`src/rtl/led_pattern_sequencer_if.sv`:
```
// led_pattern_sequencer_if: control inputs (en/mode/speed) and LED outputs (led/step_tick/dir) of the sequencer
interface led_pattern_sequencer_if #(
  parameter int NUM_LEDS = 8
);
  logic                en;
  logic [1:0]          mode;
  logic [1:0]          speed;
  logic [NUM_LEDS-1:0] led;
  logic                step_tick;
  logic                dir;
  modport master (output en, mode, speed, input led, step_tick, dir);
  modport slave (input en, mode, speed, output led, step_tick, dir);
endinterface

```
`src/rtl/led_pattern_sequencer.sv`:
```
// led_pattern_sequencer: prescaled LED walk/bounce/count generator; ports clk, rst, bus (en, mode, speed in; led, step_tick, dir out)
module led_pattern_sequencer #(
  parameter int NUM_LEDS = 8,
  parameter int TICK_DIV = 20000000,
  parameter int DIV_W    = $clog2(TICK_DIV + 1)
) (
  input  logic                     clk,
  input  logic                     rst,
  led_pattern_sequencer_if.slave   bus
);
  localparam logic [DIV_W-1:0]    DIV = DIV_W'(TICK_DIV);
  localparam logic [NUM_LEDS-1:0] ONE = NUM_LEDS'(1);
  localparam logic [NUM_LEDS-1:0] MSB = ONE << (NUM_LEDS - 1);
  logic [DIV_W-1:0]    cnt, per, lim;
  logic [NUM_LEDS-1:0] led_q, step_led, start_led, rotr, rotl, bnc_led;
  logic [1:0]          mode_q, speed_q;
  logic                dir_q, tick_q, step, bnc_dir, step_dir;
  assign bus.led       = led_q;
  assign bus.step_tick = tick_q;
  assign bus.dir       = dir_q;
  // Period follows the registered speed; >= compare makes a shortened period fire immediately.
  always_comb begin
    per       = DIV >> speed_q;
    lim       = (per == '0) ? '0 : per - DIV_W'(1);
    step      = bus.en && (cnt >= lim);
    rotr      = (led_q >> 1) | (led_q << (NUM_LEDS - 1));
    rotl      = (led_q << 1) | (led_q >> (NUM_LEDS - 1));
    bnc_dir   = dir_q ? !led_q[NUM_LEDS-1] : led_q[0];
    bnc_led   = (NUM_LEDS == 1) ? led_q : bnc_dir ? led_q << 1 : led_q >> 1;
    step_led  = (mode_q == 2'b00) ? rotr :
                (mode_q == 2'b01) ? rotl :
                (mode_q == 2'b10) ? bnc_led : led_q + ONE;
    step_dir  = (mode_q == 2'b10) && (NUM_LEDS > 1) && bnc_dir;
    start_led = (bus.mode == 2'b11) ? '0 : (bus.mode == 2'b01) ? ONE : MSB;
  end
  always_ff @(posedge clk) begin
    mode_q  <= bus.mode;
    speed_q <= bus.speed;
    if (rst) begin
      led_q  <= MSB;
      cnt    <= '0;
      tick_q <= 1'b0;
      dir_q  <= 1'b0;
    end else if (bus.mode != mode_q) begin
      led_q  <= start_led;
      cnt    <= '0;
      tick_q <= 1'b0;
      dir_q  <= 1'b0;
    end else begin
      tick_q <= step;
      if (bus.en) cnt <= step ? '0 : cnt + DIV_W'(1);
      if (step) begin
        led_q <= step_led;
        dir_q <= step_dir;
      end
    end
  end
endmodule

```
`src/flat_wrapper.sv`:
```
// flat-port wrapper written by rule: the top's interface ports become plain ports
module led_pattern_sequencer_flat 
#(
  parameter int NUM_LEDS = 8,
  parameter int TICK_DIV = 20000000,
  parameter int DIV_W    = $clog2(TICK_DIV + 1)
)
  (clk, rst, bus_en, bus_mode, bus_speed, bus_led, bus_step_tick, bus_dir);
  led_pattern_sequencer_if #(.NUM_LEDS(NUM_LEDS)) bus_i ();
  input  logic clk;
  input  logic rst;
  input wire logic [$bits(bus_i.en)-1:0] bus_en;
  input wire logic [$bits(bus_i.mode)-1:0] bus_mode;
  input wire logic [$bits(bus_i.speed)-1:0] bus_speed;
  output wire logic [$bits(bus_i.led)-1:0] bus_led;
  output wire logic [$bits(bus_i.step_tick)-1:0] bus_step_tick;
  output wire logic [$bits(bus_i.dir)-1:0] bus_dir;
  assign bus_i.en = bus_en;
  assign bus_i.mode = bus_mode;
  assign bus_i.speed = bus_speed;
  assign bus_led = bus_i.led;
  assign bus_step_tick = bus_i.step_tick;
  assign bus_dir = bus_i.dir;
  led_pattern_sequencer #(.NUM_LEDS(NUM_LEDS), .TICK_DIV(TICK_DIV), .DIV_W(DIV_W)) u_core (.clk(clk), .rst(rst), .bus(bus_i));
endmodule
```
`config.mk`:
```
export PLATFORM = sky130hd
export DESIGN_NAME = led_pattern_sequencer_flat
export DESIGN_NICKNAME = d
export VERILOG_FILES = /design/src/rtl/led_pattern_sequencer_if.sv /design/src/rtl/led_pattern_sequencer.sv /design/src/flat_wrapper.sv
export SDC_FILE = /design/constraint.sdc
export NUM_CORES = 1
export LEC_CHECK = 0
export CAP_MARGIN = 20
export CORE_UTILIZATION = 30
export CTS_CLUSTER_DIAMETER = 80
export CTS_CLUSTER_SIZE = 12
export DETAILED_ROUTE_END_ITERATION = 6
export PLACE_DENSITY_LB_ADDON = 0.25
export SYNTH_ARGS = -nofsm -noshare
export SYNTH_HDL_FRONTEND = slang
export SYNTH_SLANG_ARGS = --single-unit
export TNS_END_PERCENT = 50
```
`constraint.sdc`:
```
create_clock -name clk -period 4.9 [get_ports clk]
set_input_delay 0.735 -clock clk [delete_from_list [all_inputs] [get_ports clk]]
set_output_delay 0.735 -clock clk [all_outputs]
set_load 0.05 [all_outputs]
```
==> run metrics, run 1 <==
critical path arrival=3760 ps; worst-path cell chain=inv_1 -> ha_1 -> inv_1 -> nand3_1 -> o21ai_0 -> ha_1 -> o21ai_0 -> nor2_1 -> nor3_1 -> a2111oi_2 -> o21ai_1 -> nand2_1 -> buf_4 -> nor2_1; status=finished clean; CP startpoint=u_core.speed_q[1]; Worst-Margin Slew=~1000 ps; Min-Delay Path Class=reg2reg; first-pass GRT wire length=9870 microns; vias in the first global route=2093; Worst R2R End=u_core.cnt[6]; vias after detailed routing=2163; Die H=94.7 microns; clock skew=between 15 and 20 ps; clk_lat worst skew=300 ps; fin util=35.4%; area delta synth->final=13.4%; Rows=33; post-synth top area share=30.3%; initial antenna violation count=0; HPWL after DPL=4320 microns; number of synthesized flops with an enable pin=0; Core Area=8260 sq um; Critical Path End Type=flip-flop; Slew Viols, Final=0; PortBufs=16; CTS tree=built; hold_ws=523 ps; Mapped Avg Cell Area=8.05 sq um; Max Fclk=about 0.28 GHz; CP required=roughly 5100 ps; post-route DRC violation count=0; # setup viols final=0; Setup CP Type=reg2reg; R2R setup slack=1360 ps; 1st-pass router iterations=4; Worst R2R Path Depth=14; CP Launch Type=flip-flop; Filler cells=between 800 and 900; largest area contributor in the netlist=dfxtp_1; clk root buf=clkbuf_8; period utilization=around 72%; Initial Utilization=31.2%; Netlist Area Pre-Place=roughly 2600 sq um; Synth async-reset ratio=0%; PwrDens=228 nW/um^2; CTS Buf Count=5; yosys warns=0; relative slew slack=32.8%; share of post-route cells with drive strength above 1=between 5 and 6%; Main synth FF type=dfxtp_1; Synth Register Bits=39; Sink Count=39; WL/cell=13.1 microns; CP max stage cell=o21ai_1; GPL Wtd Cong=around 0.86; Synth Instances=320; CP Buf/Inv Count=3; PostCTS Resize Cnt=0; ant diodes=0; Final Hold Fails=0; htree depth=2; number of distinct library cells after synthesis=50; clk buf depth=2; leading post-synthesis cells by cell area=dfxtp_1, ha_1, nor2_1; setup TNS=0 ps; largest net degree at the start of global routing=22; Worst Setup EP=u_core.cnt[6]; worst-path fanout max=21; RSZ-0062 raised after global routing=no; I/O pin count=17; Max-cap violations=0; total track usage=14.2%; register area share after synthesis=30.3%; Worst path top cell family by delay=compound AO/OA/AOI/OAI gates; CP max stage delay=roughly 800 ps; WP depth=14; grt ovf=0; CTS Hold Bufs=0; worst r2r src=u_core.speed_q[1]; Static Leak=1.10 nW; average vias per placed instance=between 4 and 5; Die ar.=8970 sq um; Worst-path clk slew=~80 ps; die width=between 90 and 100 microns; Max VDD drop=between 0.09 and 0.1 mV; final WL=5720 microns; ANT nets after route=0; fin crit period=between 3000 and 4000 ps; postcts setup bufs=0; Initial DRC Count=80; Layout Nets=372; syn_nets=359
[through the flow]
step           worst slack, ps  power (mW)  instance area [sq um]  instances
6_report                  1360       0.668                   2920        438
5_1_grt                    936       0.700                   2920        438
4_1_cts                   1320       0.676                   2920        438
3_5_place_dp              1350       0.408                   2820        431
3_3_place_gp              1520       0.407                   2820        431
2_1_floorplan             2040       0.386                   2580        320
[flip-flops by register name, indices dropped and copies added (netlist names)]
register / cells
u_core.bus.step_tick: 1
u_core.speed_q: 2
u_core.cnt: 25
u_core.bus.led: 8
u_core.bus.dir: 1
u_core.mode_q: 2
[metal layers]
metal / part of all wire, % / wire [microns] / GRT usage (%) / vias to the layer above
met4: 1.3 / 74 / 5.43 / 0
met1: 50 / 2850 / 18.3 / 984
met5: 0 / 0 / 0 / -
met2: 46 / 2640 / 23.3 / 29
met3: 2.8 / 158 / 2.58 / 8
li1: - / - / - / 1142
[worst min path at each step]
stage / from / to / slack, ps / cells after the start
final: u_core.bus.dir / u_core.bus.dir / 520 / 2
after global routing: u_core.bus.dir / u_core.bus.dir / 550 / 2
after CTS: u_core.bus.dir / u_core.bus.dir / 520 / 2
after detailed placement: u_core.bus.dir / u_core.bus.dir / 510 / 2
after global placement: u_core.bus.dir / u_core.bus.dir / 500 / 2
after floorplan: u_core.cnt[24] / u_core.cnt[24] / 490 / 2
[layout by cell type, fill, tap and decap left out, types with 2 or more instances in the layout]
| master | n |
|---|---|
| mux2_2 | 2 |
| and3_1 | 4 |
| o211ai_1 | 2 |
| a2bb2oi_1 | 2 |
| xor2_1 | 11 |
| o22ai_1 | 4 |
| a21o_1 | 2 |
| clkdlybuf4s50_1 | 16 |
| clkbuf_8 | 5 |
| o21ai_1 | 3 |
| a21oi_1 | 21 |
| conb_1 | 2 |
| nor2_1 | 45 |
| inv_1 | 15 |
| nor3_1 | 6 |
| and4_1 | 2 |
| or3_4 | 2 |
| nand3_1 | 13 |
| o21ai_0 | 9 |
| nand2_1 | 37 |
| or3_1 | 3 |
| a211oi_1 | 2 |
| nand2b_1 | 3 |
| ha_1 | 32 |
| xnor2_1 | 14 |
| dfxtp_1 | 39 |
| and2_1 | 2 |
| nand4_1 | 11 |
| mux2i_1 | 2 |
[final cells by class]
class / count / area, sq um / area share [%]
clock buffers: 6 / 72.6 / 2.48
clock inverters: 1 / 30.0 / 1.03
inverters: 16 / 60.1 / 2.05
multi-input cells: 254 / 1680 / 57.5
flip-flops and latches: 39 / 781 / 26.7
well taps: 105 / 131 / 4.49
repair buffers: 17 / 168 / 5.73
[kinds of logic after synthesis]
logic type | after synthesis | share of synthesized area [%]
simple gates | 135 | 24.7
compound gates | 55 | 13.7
flops | 39 | 30.3
fa+ha+maj | 32 | 15.5
buf+inv | 27 | 4.47
xor+xnor | 25 | 8.50
mux | 5 | 2.52
other cells | 2 | 0.291
[where the power goes]
group          total (mW)  internal, mW  switching [mW]
Combinational      0.0713        0.0288          0.0425
Sequential          0.329         0.320         0.00892
Clock               0.267         0.150           0.118
[cells in the mapped netlist, drive strengths merged, types with 2 or more instances]
cell type  number
nor2           45
and2            2
clkbuf          3
or2             2
nor3            6
conb            2
nand4          11
mux2i           2
inv            15
nand2b          3
nand3          13
o211ai          2
a2bb2oi         2
ha             32
xor2           11
and4            2
a211oi          2
xnor2          14
a21oi          21
buf             8
dfxtp          39
a21o            2
or3             6
nand2          37
o21ai          12
and3            4
mux2            2
o22ai           4
[worst reg2reg max path, cell delays in order (launching register included)]
cell	delay [ps]
dfxtp_1	460
inv_1	170
ha_1	390
inv_1	100
nand3_1	80
o21ai_0	90
ha_1	290
o21ai_0	180
nor2_1	50
nor3_1	230
a2111oi_2	120
o21ai_1	790
nand2_1	120
buf_4	240
nor2_1	130
(Power assumes the default switching activity.)
==> run 2: changes to the inputs <==
==> constraint.sdc (replaced) <==
create_clock -name clk -period 3.3 [get_ports clk]
set_input_delay 0.495 -clock clk [delete_from_list [all_inputs] [get_ports clk]]
set_output_delay 0.495 -clock clk [all_outputs]
set_load 0.05 [all_outputs]
==> run metrics, run 2 (same netlist as run 1, synthesis figures left out) <==
most frequent cells in the layout=nor2_1, dfxtp_1, nand2_1; Worst path top cell family by delay=simple AND/OR/NAND/NOR gates; Initial DRC Count=76; Non-Filler Instances=448; sequential share of power=50.1%; Max Fclk=~0.32 GHz; first-pass GRT wire length=9690 microns; Worst-Margin Slew=approximately 570 ps; sw power=about 260 uW; GPL Wtd Cong=roughly 0.80; Final Hold Fails=0; WL/cell=13.0 microns; Max-cap violations=0; Min-Delay Path Class=reg2reg; largest net degree at the start of global routing=22; # placed instances=between 400 and 500; Worst R2R Path Depth=13; # setup viols final=0; clock share of power=37.6%; CP max stage delay=420 ps; clock skew=10.0 ps; Filler cells=around 880; RSZ-0062 raised after global routing=yes; Setup CP Type=reg2reg; CTS Buf Count=5; hold_ws=approximately 530 ps; 1st-pass router iterations=4; clk_lat worst skew=290 ps; Storage cell area=785 sq um; area delta synth->final=18.8%; Die ar.=approximately 9000 sq um; Die H=94.7 microns; htree depth=2; CP required=3490 ps; CP Buf/Inv Count=1; ant diodes=0; initial antenna violation count=0; most common cell after layout, fill and taps aside=nor2_1; worst-path cell chain=clkinvlp_4 -> ha_4 -> nor4b_4 -> nand3_1 -> o21ai_1 -> ha_1 -> nand4_1 -> nor4_2 -> nor3_1 -> a2111oi_2 -> or2_1 -> nand4_1 -> a31o_2; area of the multi-input gates=1730 sq um; worst-path fanout max=9; Rows=33; logic gate share of total power=12.2%; critical path arrival=~3300 ps; relative slew slack=61.8%; HP Start=u_core.bus.dir; vias in the first global route=2018; Layout Nets=381; Static Leak=1.15 nW; ANT nets after route=0; Critical Path End Type=flip-flop; clk root buf=clkbuf_8; fin crit period=3140 ps; CP Launch Type=flip-flop; PortBufs=16; average vias per placed instance=5.03; Largest Register=u_core.cnt; cell-internal power=around 720 uW; worst r2r src=u_core.speed_q[0]; Worst R2R End=u_core.bus.led[7]; HPWL after DPL=roughly 4300 microns; vias after detailed routing=2254; PwrDens=318 nW/um^2; final WL=5840 microns; Sink Count=39; status=finished clean; I/O pin count=17; Core Area=8260 sq um; clk buf depth=2; max reg flops=25; end of the worst hold path=u_core.bus.dir; Switching Share=26.5%; CP max stage cell=a2111oi_2; grt ovf=0; post-route DRC violation count=0; total track usage=between 10% and 20%; R2R setup slack=160 ps; Overall Power=973 uW; Slew Viols, Final=0; CTS tree=built; period utilization=a little over nine tenths; Initial Utilization=31.2%; Worst-path clk slew=80 ps; share of post-route cells with drive strength above 1=a little over a tenth; WHS Path Cells=2; Max VDD drop=0.141 mV; die width=94.7 microns; Most Frequent Cell on Critical Path=nand4_1
-- run 2: how the worst max path moves through the flow --
stage | startpoint | endpoint | slack [ps] | cells after the start
finish | u_core.speed_q[0] | u_core.bus.led[7] | 160 | 13
floorplan | u_core.speed_q[1] | u_core.cnt[4] | 440 | 14
detailed placement | u_core.speed_q[0] | u_core.bus.led[2] | 100 | 14
global route | u_core.speed_q[0] | u_core.bus.led[7] | -40 | 13
CTS | u_core.speed_q[0] | u_core.bus.led[2] | 70 | 14
global placement | u_core.speed_q[0] | u_core.cnt[4] | 190 | 13
-- run 2: power groups by stage --
stage / clock, mW / combinational [mW] / sequential [mW]
3_3_place_gp: 0 / 0.109 / 0.499
2_1_floorplan: 0 / 0.0722 / 0.500
3_5_place_dp: 0 / 0.110 / 0.499
4_1_cts: 0.383 / 0.111 / 0.488
5_1_grt: 0.405 / 0.133 / 0.489
6_report: 0.366 / 0.119 / 0.488
-- run 2: cell type report --
cell class              count  area share [%]
clock inverters             1           0.245
inverters                  16            2.08
flip-flops and latches     39            25.6
clock buffers               7            3.15
repair buffers             26            8.05
multi-input cells         254            56.6
well taps                 105            4.29
-- run 2: worst register-to-register path, stage by stage, from the launching register on --
cell and delay (ps):
dfxtp_4 390, clkinvlp_4 160, ha_4 210, nor4b_4 260, nand3_1 90, o21ai_1 90
ha_1 160, nand4_1 120, nor4_2 300, nor3_1 100, a2111oi_2 420, or2_1 350
nand4_1 140, a31o_2 260
-- run 2: per-layer routing --
layer,GRT usage (%),part of all wire [%],vias up,routed length (microns)
li1,-,-,1157,-
met1,17.7,49,1049,2860
met2,23.0,46,42,2670
met3,3.14,4.2,6,243
met4,4.04,1.1,0,66
met5,0,0,-,0
-- run 2: what timing repair did --
item / CTS / global route
setup buffers: 0 / 5
gates resized for setup: 0 / 17
endpoints found under the setup margin: 0 / 34
hold buffers: 0 / 0
-- run 2: through the flow --
| step | setup WS (ps) | setup TNS [ps] | utilization, % | instance area, sq um |
|---|---|---|---|---|
| 6_report | 159 | 0 | 37.1 | 3060 |
| 3_5_place_dp | 103 | 0 | 34.5 | 2850 |
| 4_1_cts | 73.3 | 0 | 35.8 | 2960 |
| 2_1_floorplan | 438 | 0 | - | 2580 |
| 5_1_grt | -35.5 | -83.0 | 37.1 | 3060 |
| 3_3_place_gp | 191 | 0 | 34.5 | 2850 |
